$ cat config.mk
export PLATFORM = sky130hd
export DESIGN_NAME = mem_access_sequencer
export DESIGN_NICKNAME = d
export VERILOG_FILES = /design/src/rtl/mem_access_sequencer.sv
export SDC_FILE = /design/constraint.sdc
export NUM_CORES = 1
export LEC_CHECK = 0
export CORE_ASPECT_RATIO = 0.75
export CORE_MARGIN = 1
export CORE_UTILIZATION = 42
export DETAILED_ROUTE_END_ITERATION = 10
export GPL_TIMING_DRIVEN = 0
export PLACE_DENSITY = 0.92
export SETUP_SLACK_MARGIN = 0.5
export SYNTH_ARGS = -nofsm -noshare
export SYNTH_HDL_FRONTEND = slang
export SYNTH_SLANG_ARGS = --single-unit
$ cat constraint.sdc
create_clock -name clk -period 5.84 [get_ports clk]
set_clock_uncertainty 0.05 [all_clocks]
set_input_delay 0.584 -clock clk [delete_from_list [all_inputs] [get_ports clk]]
set_output_delay 0.584 -clock clk [all_outputs]
set_load 0.05 [all_outputs]
$ cat src/rtl/mem_access_sequencer.sv
// mem_access_sequencer
// Turns the decoder's MemRead/MemWrite into a single req/ack transaction on
// the data-memory port and holds the core stalled until that access is over.
// Three states: IDLE (waiting for a memory instruction), ACCESS (request held
// on the port until ack) and DONE (one-cycle bubble that releases the stall
// while the same instruction is still presented).
//
// Optional feature macro: MEMSEQ_TIMEOUT_EN
//   defined   : ACCESS cycles are counted; TIMEOUT cycles without ack abort the
//               access, set the sticky err_o and return zero for reads.
//   undefined : ACCESS waits for ack indefinitely; err_o is tied low and
//               err_clr_i has no effect.

module mem_access_sequencer #(
   parameter int ADDR_W  = 32,
   parameter int DATA_W  = 32,
   parameter int TIMEOUT = 15
) (
   input  logic              clk,
   input  logic              rst,
   // core side
   input  logic              mem_read_i,
   input  logic              mem_write_i,
   input  logic [ADDR_W-1:0] addr_i,
   input  logic [DATA_W-1:0] wdata_i,
   input  logic              err_clr_i,
   output logic              stall_o,
   output logic [DATA_W-1:0] rdata_o,
   output logic              rdata_valid_o,
   output logic              err_o,
   // data-memory side
   output logic              dmem_req_o,
   output logic              dmem_we_o,
   output logic [ADDR_W-1:0] dmem_addr_o,
   output logic [DATA_W-1:0] dmem_wdata_o,
   input  logic              dmem_ack_i,
   input  logic [DATA_W-1:0] dmem_rdata_i
);

   typedef enum logic [1:0] {
      ST_IDLE   = 2'd0,
      ST_ACCESS = 2'd1,
      ST_DONE   = 2'd2
   } state_e;

   state_e              state_q;
   logic                req_q;
   logic                we_q;
   logic [ADDR_W-1:0]   addr_q;
   logic [DATA_W-1:0]   wdata_q;
   logic [DATA_W-1:0]   rdata_q;
   logic                rdata_valid_q;

   logic                mem_op_s;
   logic                timeout_s;

   assign mem_op_s = mem_read_i | mem_write_i;

`ifdef MEMSEQ_TIMEOUT_EN
   localparam int CNT_W = (TIMEOUT < 1) ? 1 : $clog2(TIMEOUT + 1);

   logic [CNT_W-1:0]    cnt_q;
   logic [CNT_W-1:0]    cnt_d;
   logic [CNT_W-1:0]    cnt_inc_s;
   logic                err_q;
   logic                err_d;

   // Wait counter next state: counts ACCESS cycles that end without ack
   always_comb begin
      cnt_inc_s = cnt_q + CNT_W'(1);
      timeout_s = 1'b0;
      if ((state_q == ST_ACCESS) && !dmem_ack_i) begin
         cnt_d = cnt_inc_s;
         if (cnt_inc_s == CNT_W'(TIMEOUT)) begin
            timeout_s = 1'b1;
         end else begin
            timeout_s = 1'b0;
         end
      end else begin
         cnt_d = {CNT_W{1'b0}};
      end
   end

   // Sticky error next state: a timeout in the same cycle as a clear keeps err set
   always_comb begin
      if (timeout_s) begin
         err_d = 1'b1;
      end else if (err_clr_i) begin
         err_d = 1'b0;
      end else begin
         err_d = err_q;
      end
   end

   // Wait counter and sticky error registers
   always_ff @(posedge clk or posedge rst) begin
      if (rst) begin
         cnt_q <= {CNT_W{1'b0}};
         err_q <= 1'b0;
      end else begin
         cnt_q <= cnt_d;
         err_q <= err_d;
      end
   end

   assign err_o = err_q;
`else
   logic                unused_err_clr_s;
   logic [31:0]         unused_timeout_s;

   assign timeout_s        = 1'b0;
   assign unused_err_clr_s = err_clr_i;
   assign unused_timeout_s = 32'(TIMEOUT);
   assign err_o            = 1'b0;
`endif

   // Sequencer FSM: latches the request, drives the port and captures load data
   always_ff @(posedge clk or posedge rst) begin
      if (rst) begin
         state_q       <= ST_IDLE;
         req_q         <= 1'b0;
         we_q          <= 1'b0;
         addr_q        <= '0;
         wdata_q       <= '0;
         rdata_q       <= '0;
         rdata_valid_q <= 1'b0;
      end else begin
         rdata_valid_q <= 1'b0;
         case (state_q)
            ST_IDLE: begin
               if (mem_op_s) begin
                  // a simultaneous read and write is issued as a write
                  state_q <= ST_ACCESS;
                  req_q   <= 1'b1;
                  we_q    <= mem_write_i;
                  addr_q  <= addr_i;
                  wdata_q <= wdata_i;
               end else begin
                  state_q <= ST_IDLE;
               end
            end
            ST_ACCESS: begin
               if (dmem_ack_i) begin
                  if (!we_q) begin
                     rdata_q       <= dmem_rdata_i;
                     rdata_valid_q <= 1'b1;
                  end
                  state_q <= ST_DONE;
                  req_q   <= 1'b0;
                  we_q    <= 1'b0;
                  addr_q  <= '0;
                  wdata_q <= '0;
               end else if (timeout_s) begin
                  // aborted read returns zero but still signals completion
                  if (!we_q) begin
                     rdata_q       <= '0;
                     rdata_valid_q <= 1'b1;
                  end
                  state_q <= ST_DONE;
                  req_q   <= 1'b0;
                  we_q    <= 1'b0;
                  addr_q  <= '0;
                  wdata_q <= '0;
               end else begin
                  state_q <= ST_ACCESS;
               end
            end
            ST_DONE: begin
               // the same instruction is still presented here; never relaunch from DONE
               state_q <= ST_IDLE;
            end
            default: begin
               state_q <= ST_IDLE;
               req_q   <= 1'b0;
               we_q    <= 1'b0;
               addr_q  <= '0;
               wdata_q <= '0;
            end
         endcase
      end
   end

   // Stall is combinational so the pipeline freezes in the same cycle the
   // memory instruction appears; reset forces it low even if an op is presented.
   assign stall_o = !rst &&
                    (((state_q == ST_IDLE) && mem_op_s) || (state_q == ST_ACCESS));

   assign dmem_req_o    = req_q;
   assign dmem_we_o     = we_q;
   assign dmem_addr_o   = addr_q;
   assign dmem_wdata_o  = wdata_q;
   assign rdata_o       = rdata_q;
   assign rdata_valid_o = rdata_valid_q;

endmodule

==> impl_table.tex, run 1 <==
\begin{tabular}{lr}
\hline
Metric & Value \\
\hline
\multicolumn{2}{l}{\textbf{CTS}} \\
Number of levels in the clock H-tree & 3 \\
Resized Gates After CTS & 0 \\
Master cell of the clock root buffer & sky130\_fd\_sc\_hd\_\_clkbuf\_16 \\
Number of buffers added for setup after CTS & 0 \\
Hold\_buf cts & 0 \\
Clk pin slew, worst setup/hold paths & about 0.06 ns \\
Maximum clock insertion buffer count & 2 \\
Number of clock sinks & between 100 and 150 \\
Number of buffers added by the clock tree synthesis step & 9 \\
Clock latency of the later-clocked register in the worst-skew pair & between 0.3 and 0.4 ns \\
CTS tree & yes \\
\multicolumn{2}{l}{\textbf{Setup path}} \\
Top delay family on crit path & buffers and inverters \\
Critical path cell sequence & clkdlybuf4s50\_1 -> nor3\_1 -> nor3\_1 -> clkdlybuf4s50\_1 \\
Sum of buffers and inverters on the critical path & 2 \\
Cell with the biggest individual delay on the critical path & sky130\_fd\_sc\_hd\_\_clkdlybuf4s50\_1 \\
Number of cells traversed by the worst register-to-register path & 4 \\
Critical path endpoint category & output pin \\
Critical setup path kind & input port to output pin \\
Biggest cell delay along the critical path & about 0.84 ns \\
Endpoint required time on the critical path & around 5.2 ns \\
CP arrival & 2.14 ns \\
Number of stages on the worst setup path & 4 \\
Crit path launch type & input port \\
Critical path fanouts, max & 3 \\
\multicolumn{2}{l}{\textbf{Logic synthesis}} \\
Cell type with the largest total area after synthesis & sky130\_fd\_sc\_hd\_\_dfrtp\_1 \\
\#FFs+latches synth & $\sim$100 \\
Mean Syn Cell Area & between 15 and 20 um2 \\
Number of warnings printed during yosys synthesis & 0 \\
Number of distinct library cells after synthesis & 21 \\
Mapped Area & around 0.0038 mm2 \\
Synthesized netlist cell count & roughly 240 \\
Share of the yosys chip area belonging to registers & 0.668 \\
Synth top area share & 0.668 \\
Synth area leaders & sky130\_fd\_sc\_hd\_\_dfrtp\_1 (67\%), sky130\_fd\_sc\_hd\_\_a22o\_1 (15\%), sky130\_fd\_sc\_hd\_\_mux2\_2 (9.2\%) \\
Net count after synthesis & roughly 340 \\
\multicolumn{2}{l}{\textbf{Power and ir drop}} \\
Static leakage power & about 2.7 nW \\
Part of the total power dissipated in sequential elements & 0.291 \\
Sum of internal, switching and leakage power & 3.95 mW \\
Worst ir drop on vdd & 0.000359 V \\
Power density over cell area & roughly 630 mW/mm2 \\
Net load switching power & $\sim$1.8 mW \\
Logic gate share of total power & 0.550 \\
Switching power share of the total & 0.452 \\
Power share of the clock group & 0.159 \\
Internal power & 2.16 mW \\
\multicolumn{2}{l}{\textbf{Routing}} \\
Number of design rule violations left after detail routing & 15 \\
Detailed Route WL & 9.92 mm \\
Number of iterations in the first detailed-routing pass & 8 \\
Detail-routed net length per standard cell & 17.6 um \\
Remaining antenna violation count after routing & 0 \\
Detail-routed via count per cell & about 5.1 \\
Vias post-DR & 2,842 \\
Iteration-0 DRC count of the detailed router & 160 \\
\multicolumn{2}{l}{\textbf{Layout}} \\
Area growth, synth to finish & 65.6\% \\
NumNets Final & about 550 \\
Commonest non-fill, non-tap cell in the layout & sky130\_fd\_sc\_hd\_\_clkdlybuf4s50\_1 \\
Diode count & 0 \\
Leading cell types in the layout, fill and taps excluded & sky130\_fd\_sc\_hd\_\_clkdlybuf4s50\_1 (200), sky130\_fd\_sc\_hd\_\_dfrtp\_1 (101), sky130\_fd\_sc\_hd\_\_a22o\_1 (64), sky130\_fd\_sc\_hd\_\_mux2\_2 (31), sky130\_fd\_sc\_hd\_\_buf\_6 (15) \\
Proportion of layout cells with a drive suffix above 1 & 0.150 \\
\multicolumn{2}{l}{\textbf{Floorplan}} \\
Core region area & about 0.0086 mm2 \\
Effective utilization at floorplan & 0.440 \\
Overall die area & $\sim$0.0094 mm2 \\
Number of I/O pins & about 200 \\
Die height & 84.2 um \\
DIE WIDTH & around 110 um \\
Number of cell rows & 29 \\
\multicolumn{2}{l}{\textbf{Status}} \\
Violated checks & design-rule violations \\
Outcome & finished with violations \\
\multicolumn{2}{l}{\textbf{Global route}} \\
Global Route met3 Usage & 0.0736 \\
Global-route usage over all layers & 0.219 \\
Via count of the first global-routing pass & around 3,000 \\
Met2 usage & 0.368 \\
First-pass GRT wire length & 15.7 mm \\
Layer with the highest usage & met2 \\
Aggregate global routing overflow & 0 \\
Number of antenna violations at the first check in global routing & 0 \\
Met1 track demand over resource in global routing & 0.278 \\
Maximum number of pins on one net before global-route repair & 54 \\
\multicolumn{2}{l}{\textbf{STA}} \\
Clock period minus final worst setup slack & between 2 and 3 ns \\
Number of setup violations in the final report & 0 \\
Final hold vios & 0 \\
Final count of pins violating max slew & 0 \\
Sum of negative setup slack & 0 ns \\
Achievable frequency & 0.360 GHz \\
Post-route fraction of the period consumed by the critical path & 0.475 \\
Unrepaired setup endpoints after global routing & false \\
Fin worst setup slack & 3.06 ns \\
Slew @ Worst Pin & 0.633 ns \\
Worst-case headroom to the max-slew limit & 0.577 \\
\multicolumn{2}{l}{\textbf{Placement}} \\
Global placer's final weighted congestion & 0.732 \\
Place WS & between 3 and 4 ns \\
Quantity of I/O buffers inserted on ports & 200 \\
HPWL after detailed placement & between 7 and 8 mm \\
\multicolumn{2}{l}{\textbf{Min path}} \\
Worst min path class & flip-flop to flip-flop \\
Cells on Worst Hold Path & 1 \\
\multicolumn{2}{l}{\textbf{Flow run}} \\
Max-capacitance violation count & 0 \\
\hline
\end{tabular}
flip-flops by register name, summed over array words and instances (netlist names):
register / flops
rdata_valid_o: 1
dmem_we_o: 1
dmem_addr_o: 32
state_q: 2
dmem_wdata_o: 32
rdata_o: 32
dmem_req_o: 1
power groups by stage:
stage | logic [mW] | registers (mW) | clock network (mW)
after global placement | 2.14 | 1.14 | 0
after CTS | 2.19 | 1.15 | 0.642
after floorplan | 0.442 | 2.12 | 0
after global routing | 2.25 | 1.18 | 0.676
after detailed placement | 2.18 | 1.15 | 0
final | 2.17 | 1.15 | 0.626
worst reg2reg max path, stage by stage, from the launching register on:
cell and delay, ns:
sky130_fd_sc_hd__dfrtp_1 0.38, sky130_fd_sc_hd__buf_6 0.15, sky130_fd_sc_hd__nor3_4 0.32, sky130_fd_sc_hd__buf_4 0.26, sky130_fd_sc_hd__mux2_2 0.36
synthesized netlist by cell type:
master / instances
sky130_fd_sc_hd__dfrtp_1: 101
sky130_fd_sc_hd__a22o_1: 64
sky130_fd_sc_hd__mux2_2: 31
sky130_fd_sc_hd__buf_6: 15
sky130_fd_sc_hd__buf_4: 4
sky130_fd_sc_hd__inv_1: 3
sky130_fd_sc_hd__nor2_1: 2
sky130_fd_sc_hd__nor3_1: 2
sky130_fd_sc_hd__nor3_4: 2
sky130_fd_sc_hd__o21ai_0: 2
sky130_fd_sc_hd__a211oi_1: 1
sky130_fd_sc_hd__a2bb2oi_1: 1
sky130_fd_sc_hd__a31oi_1: 1
sky130_fd_sc_hd__conb_1: 1
sky130_fd_sc_hd__mux2_1: 1
sky130_fd_sc_hd__nand2_1: 1
sky130_fd_sc_hd__nand2b_1: 1
sky130_fd_sc_hd__nand3b_1: 1
sky130_fd_sc_hd__nor2b_1: 1
sky130_fd_sc_hd__o22ai_1: 1
sky130_fd_sc_hd__o31a_1: 1
layout make-up:
class                           count  area, um2
Clock inverter                      5       83.8
Fill cell                         524       2330
Timing Repair Buffer              201       2030
Sequential cell                   101       2530
Clock buffer                       11        233
Buffer                             19        199
Tap cell                          108        135
Multi-Input combinational cell    114       1050
Inverter                            3       13.8
logic make-up after synthesis:
family,after synthesis,synth area share
AOI/OAI and AO/OA,71,0.161
DFF,101,0.668
other,1,0.000991
muxes,32,0.0952
and+or+nand+nor,10,0.0195
buffers and inverters,22,0.0556
path summary, 6_finish.rpt:
check	start	to	slack, ns
max	mem_read_i	stall_o	3.06
min	rdata_o[15]	rdata_o[15]	0.44
max reg2reg	state_q[1]	rdata_o[14]	4.21
min reg2reg	rdata_o[15]	rdata_o[15]	0.44
max in group asynchronous	rst	dmem_wdata_o[24]	4.40
min in group asynchronous	rst	dmem_wdata_o[29]	0.68
metrics by stage:
step / instance area, um2 / cells / hold WS (ns) / utilization
floorplan: 3780 / 237 / 0.493 / -
global placement: 5920 / 545 / 0.424 / 0.688
detailed placement: 5950 / 546 / 0.429 / 0.692
CTS: 6270 / 562 / 0.444 / 0.729
global route: 6270 / 562 / 0.459 / 0.729
finish: 6270 / 562 / 0.437 / 0.729
layer usage:
layer,vias to the layer above,wire [um]
met4,0,21
met5,-,0
li1,1305,-
met3,2,838
met2,134,4770
met1,1401,4290
(Power assumes the default switching activity.)
==> inputs of run 2 (changes only) <==
Settings changed: CORE_UTILIZATION 42 to 35, PLACE_DENSITY 0.92 to 0.83.
Clock period 5.84 ns to 2.55 ns, I/O delays scaled along.
==> impl_table.tex, run 2 (synthesized netlist as in run 1, its figures left out) <==
\begin{tabular}{lr}
\hline
Metric & Value \\
\hline
\multicolumn{2}{l}{\textbf{Routing}} \\
Vias post-DR & 2,836 (was 2,842) \\
Iteration-0 DRC count of the detailed router & 81 (was 160) \\
Detail-routed net length per standard cell & 16.4 um (was 17.6 um) \\
Detail-routed via count per cell & 4.80 (was 5.06) \\
Number of design rule violations left after detail routing & 0 (was 15) \\
Remaining antenna violation count after routing & 0 (unchanged) \\
Detailed Route WL & 9.68 mm (was 9.92 mm) \\
Number of iterations in the first detailed-routing pass & 4 (was 8) \\
\multicolumn{2}{l}{\textbf{Floorplan}} \\
Effective utilization at floorplan & 0.363 (was 0.440) \\
Core region area & 0.0104 mm2 (was 0.00860 mm2) \\
Die height & 92.0 um (was 84.2 um) \\
DIE WIDTH & 122 um (was 112 um) \\
Number of cell rows & 32 (was 29) \\
Number of I/O pins & 203 (unchanged) \\
Overall die area & 0.0112 mm2 (was 0.00940 mm2) \\
\multicolumn{2}{l}{\textbf{Global route}} \\
First-pass GRT wire length & 15.2 mm (was 15.7 mm) \\
Maximum number of pins on one net before global-route repair & 46 (was 54) \\
Number of antenna violations at the first check in global routing & 0 (unchanged) \\
Global-route usage over all layers & 0.176 (was 0.219) \\
Aggregate global routing overflow & 0 (unchanged) \\
Via count of the first global-routing pass & 3,023 (was 3,036) \\
\multicolumn{2}{l}{\textbf{STA}} \\
Worst hold-check slack & 0.276 ns (was 0.437 ns) \\
Worst-case headroom to the max-slew limit & 0.591 (was 0.577) \\
Final count of pins violating max slew & 0 (unchanged) \\
Number of setup violations in the final report & 0 (unchanged) \\
Final hold vios & 0 (unchanged) \\
Post-route fraction of the period consumed by the critical path & 0.767 \\
Sum of negative setup slack & 0 ns (unchanged) \\
Slew @ Worst Pin & 0.611 ns (was 0.633 ns) \\
Unrepaired setup endpoints after global routing & false (unchanged) \\
Clock period minus final worst setup slack & about 2.0 ns \\
Achievable frequency & between 0.5 and 0.6 GHz \\
\multicolumn{2}{l}{\textbf{Placement}} \\
HPWL after detailed placement & 7.30 mm (was 7.23 mm) \\
Quantity of I/O buffers inserted on ports & 200 (unchanged) \\
Global placer's final weighted congestion & 0.770 (was 0.732) \\
Area after DPL & 0.00600 mm2 (was 0.00595 mm2) \\
Cell count after placement & 575 (was 546) \\
\multicolumn{2}{l}{\textbf{Setup path}} \\
CP arrival & 1.65 ns (was 2.14 ns) \\
Critical path fanouts, max & 10 (was 3) \\
Endpoint required time on the critical path & 2.25 ns (was 5.21 ns) \\
Critical path endpoint category & output pin (unchanged) \\
Critical setup path kind & flip-flop to output pin (was input port to output pin) \\
Worst reg2reg startpoint & state\_q[1] (unchanged) \\
Source of the critical timing path & state\_q[0] (was mem\_read\_i) \\
Crit path launch type & flip-flop (was input port) \\
\multicolumn{2}{l}{\textbf{CTS}} \\
Hold\_buf cts & 0 (unchanged) \\
Master cell of the clock root buffer & sky130\_fd\_sc\_hd\_\_clkbuf\_16 (unchanged) \\
Maximum clock insertion buffer count & 2 (unchanged) \\
Number of levels in the clock H-tree & 3 (unchanged) \\
CTS tree & yes (unchanged) \\
Clock latency of the later-clocked register in the worst-skew pair & 0.33 ns (was 0.32 ns) \\
Number of buffers added for setup after CTS & 0 (unchanged) \\
Number of clock sinks & 101 (unchanged) \\
Resized Gates After CTS & 1 (was 0) \\
Clk pin slew, worst setup/hold paths & 0.07 ns (was 0.06 ns) \\
Number of buffers added by the clock tree synthesis step & 9 (unchanged) \\
\multicolumn{2}{l}{\textbf{Layout}} \\
Proportion of layout cells with a drive suffix above 1 & 0.156 (was 0.150) \\
Diode count & 0 (unchanged) \\
NumNets Final & 552 (was 551) \\
Post-route cell area & 0.00631 mm2 (was 0.00627 mm2) \\
Commonest non-fill, non-tap cell in the layout & sky130\_fd\_sc\_hd\_\_clkdlybuf4s50\_1 (unchanged) \\
Total of fill cells in the finished design & 797 (was 524) \\
Leading cell types in the layout, fill and taps excluded & sky130\_fd\_sc\_hd\_\_clkdlybuf4s50\_1 (199), sky130\_fd\_sc\_hd\_\_dfrtp\_1 (101), sky130\_fd\_sc\_hd\_\_a22o\_1 (64), sky130\_fd\_sc\_hd\_\_mux2\_2 (31), sky130\_fd\_sc\_hd\_\_buf\_6 (15) (was sky130\_fd\_sc\_hd\_\_clkdlybuf4s50\_1 (200), sky130\_fd\_sc\_hd\_\_dfrtp\_1 (101), sky130\_fd\_sc\_hd\_\_a22o\_1 (64), sky130\_fd\_sc\_hd\_\_mux2\_2 (31), sky130\_fd\_sc\_hd\_\_buf\_6 (15)) \\
Area growth, synth to finish & 66.8\% (was 65.6\%) \\
Fin cells & 591 (was 562) \\
Core utilization of the finished layout & 0.606 (was 0.729) \\
\multicolumn{2}{l}{\textbf{Min path}} \\
Worst min path class & input port to async pin (was flip-flop to flip-flop) \\
\multicolumn{2}{l}{\textbf{Power and ir drop}} \\
Static leakage power & 2.72 nW (was 2.71 nW) \\
Power density over cell area & 1420 mW/mm2 (was 630 mW/mm2) \\
Worst ir drop on vdd & 0.000706 V (was 0.000359 V) \\
\multicolumn{2}{l}{\textbf{Flow run}} \\
Max-capacitance violation count & 0 (unchanged) \\
\multicolumn{2}{l}{\textbf{Status}} \\
Outcome & complete, no violations (was finished with violations) \\
\hline
\end{tabular}
[run 2: changes by cell type in the layout (fill, tap and decap cells not counted)]
cell,before,now
sky130_fd_sc_hd__clkbuf_8,0,2
sky130_fd_sc_hd__clkdlybuf4s50_1,200,199
sky130_fd_sc_hd__inv_4,1,0
sky130_fd_sc_hd__bufinv_16,2,1
sky130_fd_sc_hd__inv_6,1,0
sky130_fd_sc_hd__clkinv_4,0,1
sky130_fd_sc_hd__clkinvlp_4,2,3
sky130_fd_sc_hd__dlygate4sd2_1,0,1
sky130_fd_sc_hd__clkinv_2,0,1
sky130_fd_sc_hd__buf_12,0,2
sky130_fd_sc_hd__buf_16,1,0
sky130_fd_sc_hd__clkbuf_1,2,0
[run 2: routing by layer]
metal | global-route usage | up-vias | share of wire
met5 | 0 | - | 0
met2 | 0.284 | 129 | 0.46
met1 | 0.224 | 1390 | 0.44
met3 | 0.0541 | 11 | 0.081
met4 | 0.0600 | 0 | 0.015
li1 | - | 1306 | -
[run 2: area by class of cell]
type,count,area [um2],share of cell area
clock inverter,5,58.8,0.00932
clock buffer,11,253,0.0401
inverter,3,15.0,0.00238
tap,136,170,0.0270
multi-input combinational,114,1050,0.166
buffer,19,199,0.0315
timing repair buffer,202,2040,0.323
sequential,101,2530,0.401
[run 2: path summary, 6_finish.rpt]
kind	to	slack, ns	depth (start not counted)
worst min-delay path	dmem_addr_o[29]	0.28	2
min in group clk	rdata_o[15]	0.44	1
max in group asynchronous	dmem_wdata_o[4]	1.35	4
worst max register to register	rdata_o[24]	0.95	4
worst min register to register	rdata_o[15]	0.44	1
worst max-delay path	stall_o	0.60	4
[run 2: through the flow]
stage / power [mW] / setup slack [ns]
finish: 8.94 / 0.595
detailed placement: 7.62 / 0.425
global placement: 7.52 / 0.0348
global route: 9.33 / 0.514
floorplan: 5.86 / 0.657
CTS: 9.04 / 0.586
[run 2: report_power, final]
group          switching (mW)  internal [mW]  leakage (nW)
combinational            3.10           1.85          1.30
clock                   0.560          0.813         0.148
sequential              0.372           2.25          1.27
total                    4.03           4.91          2.72
[run 2: worst max-delay path, cell delays in order, from the launching register on]
cell                            delay [ns]
sky130_fd_sc_hd__dfrtp_1              0.39
sky130_fd_sc_hd__buf_6                0.15
sky130_fd_sc_hd__nor3_1               0.27
sky130_fd_sc_hd__nor3_1               0.08
sky130_fd_sc_hd__dlygate4sd2_1        0.43
==> inputs of run 3 (changes only) <==
Settings changed: CORE_UTILIZATION 35 to 39, PLACE_DENSITY 0.83 to 0.87.
Clock period 2.55 ns to 1.96 ns, I/O delays scaled along.
==> impl_table.tex, run 3 (synthesized netlist as in run 1, its figures left out) <==
\begin{tabular}{lr}
\hline
Metric & Value \\
\hline
\multicolumn{2}{l}{\textbf{Flow run}} \\
Max-capacitance violation count & 0 (unchanged) \\
\multicolumn{2}{l}{\textbf{Layout}} \\
Commonest non-fill, non-tap cell in the layout & sky130\_fd\_sc\_hd\_\_dfrtp\_1 (was sky130\_fd\_sc\_hd\_\_clkdlybuf4s50\_1) \\
Diode count & 0 (unchanged) \\
Post-route cell area & 0.00666 mm2 (was 0.00631 mm2) \\
Proportion of layout cells with a drive suffix above 1 & 0.414 (was 0.156) \\
Area growth, synth to finish & 76.1\% (was 66.8\%) \\
Total of fill cells in the finished design & 660 (was 797) \\
NumNets Final & 583 (was 552) \\
Leading cell types in the layout, fill and taps excluded & sky130\_fd\_sc\_hd\_\_dfrtp\_1 (100), sky130\_fd\_sc\_hd\_\_clkdlybuf4s50\_1 (99), sky130\_fd\_sc\_hd\_\_a22o\_1 (64), sky130\_fd\_sc\_hd\_\_clkbuf\_2 (55), sky130\_fd\_sc\_hd\_\_clkdlybuf4s15\_2 (38) (was sky130\_fd\_sc\_hd\_\_clkdlybuf4s50\_1 (199), sky130\_fd\_sc\_hd\_\_dfrtp\_1 (101), sky130\_fd\_sc\_hd\_\_a22o\_1 (64), sky130\_fd\_sc\_hd\_\_mux2\_2 (31), sky130\_fd\_sc\_hd\_\_buf\_6 (15)) \\
Core utilization of the finished layout & 0.722 (was 0.606) \\
\multicolumn{2}{l}{\textbf{Floorplan}} \\
Die height & 87.3 um (was 92.0 um) \\
Overall die area & 0.0101 mm2 (was 0.0112 mm2) \\
Core region area & 0.00923 mm2 (was 0.0104 mm2) \\
DIE WIDTH & 116 um (was 122 um) \\
Number of I/O pins & 203 (unchanged) \\
Effective utilization at floorplan & 0.410 (was 0.363) \\
Number of cell rows & 30 (was 32) \\
\multicolumn{2}{l}{\textbf{STA}} \\
Final hold vios & 0 (unchanged) \\
Number of setup violations in the final report & 0 (unchanged) \\
Achievable frequency & slightly below 0.6 GHz \\
Clock period minus final worst setup slack & around 1.7 ns \\
Worst-case headroom to the max-slew limit & 0.507 (was 0.591) \\
Final count of pins violating max slew & 0 (unchanged) \\
Unrepaired setup endpoints after global routing & true (was false) \\
Worst hold-check slack & 0.284 ns (was 0.276 ns) \\
Slew @ Worst Pin & 0.738 ns (was 0.611 ns) \\
Post-route fraction of the period consumed by the critical path & 0.857 \\
\multicolumn{2}{l}{\textbf{CTS}} \\
Number of clock sinks & 101 (unchanged) \\
Clk pin slew, worst setup/hold paths & 0.07 ns (about the same) \\
Master cell of the clock root buffer & sky130\_fd\_sc\_hd\_\_clkbuf\_16 (unchanged) \\
Hold\_buf cts & 0 (unchanged) \\
Maximum clock insertion buffer count & 2 (unchanged) \\
Number of levels in the clock H-tree & 3 (unchanged) \\
Number of buffers added by the clock tree synthesis step & 9 (unchanged) \\
CTS tree & yes (unchanged) \\
Clock latency of the later-clocked register in the worst-skew pair & 0.33 ns (about the same) \\
\multicolumn{2}{l}{\textbf{Routing}} \\
Detailed Route WL & 12.1 mm (was 9.68 mm) \\
Number of design rule violations left after detail routing & 0 (unchanged) \\
Detail-routed net length per standard cell & 19.7 um (was 16.4 um) \\
Number of iterations in the first detailed-routing pass & 4 (unchanged) \\
Vias post-DR & 3,117 (was 2,836) \\
Iteration-0 DRC count of the detailed router & 142 (was 81) \\
Remaining antenna violation count after routing & 0 (unchanged) \\
Detail-routed via count per cell & 5.08 (was 4.80) \\
\multicolumn{2}{l}{\textbf{Power and ir drop}} \\
Power share of the clock group & 0.147 (was 0.154) \\
Power density over cell area & 1810 mW/mm2 (was 1420 mW/mm2) \\
Sum of internal, switching and leakage power & 12.1 mW (was 8.94 mW) \\
Part of the total power dissipated in sequential elements & 0.284 (was 0.293) \\
Static leakage power & 3.07 nW (was 2.72 nW) \\
Internal power & 6.44 mW (was 4.91 mW) \\
Net load switching power & 5.62 mW (was 4.03 mW) \\
Logic gate share of total power & 0.568 (was 0.554) \\
Worst ir drop on vdd & 0.00101 V (was 0.000706 V) \\
Switching power share of the total & 0.466 (was 0.451) \\
\multicolumn{2}{l}{\textbf{Placement}} \\
Global placer's final weighted congestion & 0.740 (was 0.770) \\
HPWL after detailed placement & 7.86 mm (was 7.30 mm) \\
Quantity of I/O buffers inserted on ports & 200 (unchanged) \\
Area after DPL & 0.00603 mm2 (was 0.00600 mm2) \\
\multicolumn{2}{l}{\textbf{Global route}} \\
Via count of the first global-routing pass & 3,327 (was 3,023) \\
Aggregate global routing overflow & 0 (unchanged) \\
First-pass GRT wire length & 17.6 mm (was 15.2 mm) \\
Number of antenna violations at the first check in global routing & 0 (unchanged) \\
Global-route usage over all layers & 0.236 (was 0.176) \\
Maximum number of pins on one net before global-route repair & 42 (was 46) \\
\multicolumn{2}{l}{\textbf{Status}} \\
Outcome & complete, no violations (unchanged) \\
\multicolumn{2}{l}{\textbf{Min path}} \\
Worst min path class & input port to flip-flop (was input port to async pin) \\
Cells on Worst Hold Path & 2 \\
\multicolumn{2}{l}{\textbf{Setup path}} \\
Critical path fanouts, max & 9 (was 10) \\
Crit path launch type & flip-flop (unchanged) \\
Number of cells traversed by the worst register-to-register path & 6 (was 4) \\
Endpoint required time on the critical path & 2.12 ns (was 2.25 ns) \\
Critical setup path kind & flip-flop to flip-flop (was flip-flop to output pin) \\
CP arrival & 1.84 ns (was 1.65 ns) \\
Critical path endpoint category & flip-flop (was output pin) \\
\hline
\end{tabular}
[run 3: cell count changes in the layout (fill, tap and decap cells not counted), moves of 7 or more]
cell,change
sky130_fd_sc_hd__buf_8,+8
sky130_fd_sc_hd__buf_12,+9
sky130_fd_sc_hd__clkbuf_2,+55
sky130_fd_sc_hd__mux2_4,+9
sky130_fd_sc_hd__mux2_2,-8
sky130_fd_sc_hd__clkdlybuf4s15_2,+38
sky130_fd_sc_hd__clkdlybuf4s50_1,-100
sky130_fd_sc_hd__buf_4,+7
[run 3: layer usage]
metal | GRT usage | up-vias | wire, um
met4 | 0.0839 | 0 | 272
met3 | 0.0849 | 23 | 988
met5 | 0 | - | 0
li1 | - | 1376 | -
met2 | 0.413 | 142 | 6130
met1 | 0.266 | 1576 | 4710
[run 3: critical path: stages, from the launching register on]
cell,delay [ns]
sky130_fd_sc_hd__dfrtp_1,0.38
sky130_fd_sc_hd__buf_6,0.14
sky130_fd_sc_hd__o31a_1,0.35
sky130_fd_sc_hd__buf_6,0.17
sky130_fd_sc_hd__buf_12,0.13
sky130_fd_sc_hd__buf_16,0.12
sky130_fd_sc_hd__a22o_1,0.22
[run 3: cell type report]
| type | instances | area, um2 | share of cell area |
|---|---|---|---|
| flip-flops and latches | 101 | 2530 | 0.379 |
| repair buffers | 233 | 2310 | 0.347 |
| multi-input cells | 114 | 1100 | 0.165 |
| plain buffers | 19 | 245 | 0.0368 |
| clock buffers | 10 | 229 | 0.0344 |
| well taps | 128 | 160 | 0.0240 |
| clock inverters | 6 | 70.1 | 0.0105 |
| inverters | 3 | 15.0 | 0.00225 |
[run 3: what timing repair did]
item | 4_1_cts | 5_1_grt
gates cloned | 9 | 2
buffers inserted | 14 | 6
gates resized for setup | 262 | 69
pin swaps | 5 | 12
endpoints found under the setup margin | 189 | 153
[run 3: final timing paths]
path                                 from  slack (ns)               end
max reg2reg                    state_q[1]        0.28   dmem_addr_o[17]
max in group asynchronous             rst        0.86  dmem_wdata_o[23]
max                            state_q[1]        0.28   dmem_addr_o[17]
min reg2reg                dmem_addr_o[2]        0.45    dmem_addr_o[2]
min in group asynchronous             rst        0.37   dmem_addr_o[15]
min                            dmem_ack_i        0.28        state_q[0]
[run 3: stage by stage]
| step | TNS [ns] | cells | setup slack, ns |
|---|---|---|---|
| 4_1_cts | 0 | 606 | 0.297 |
| 6_report | 0 | 614 | 0.279 |
| 5_1_grt | 0 | 614 | 0.255 |
| 2_1_floorplan | 0 | 237 | 0.405 |
| 3_5_place_dp | -0.115 | 567 | -0.0481 |
| 3_3_place_gp | -49.04 | 565 | -0.623 |
[run 3: power by group through the flow]
stage | sequential, mW | combinational (mW) | clock (mW)
3_3_place_gp | 3.38 | 6.49 | 0
3_5_place_dp | 3.43 | 6.59 | 0
2_1_floorplan | 6.31 | 1.39 | 0
6_report | 3.43 | 6.85 | 1.78
5_1_grt | 3.51 | 7.10 | 1.90
4_1_cts | 3.40 | 6.88 | 1.83
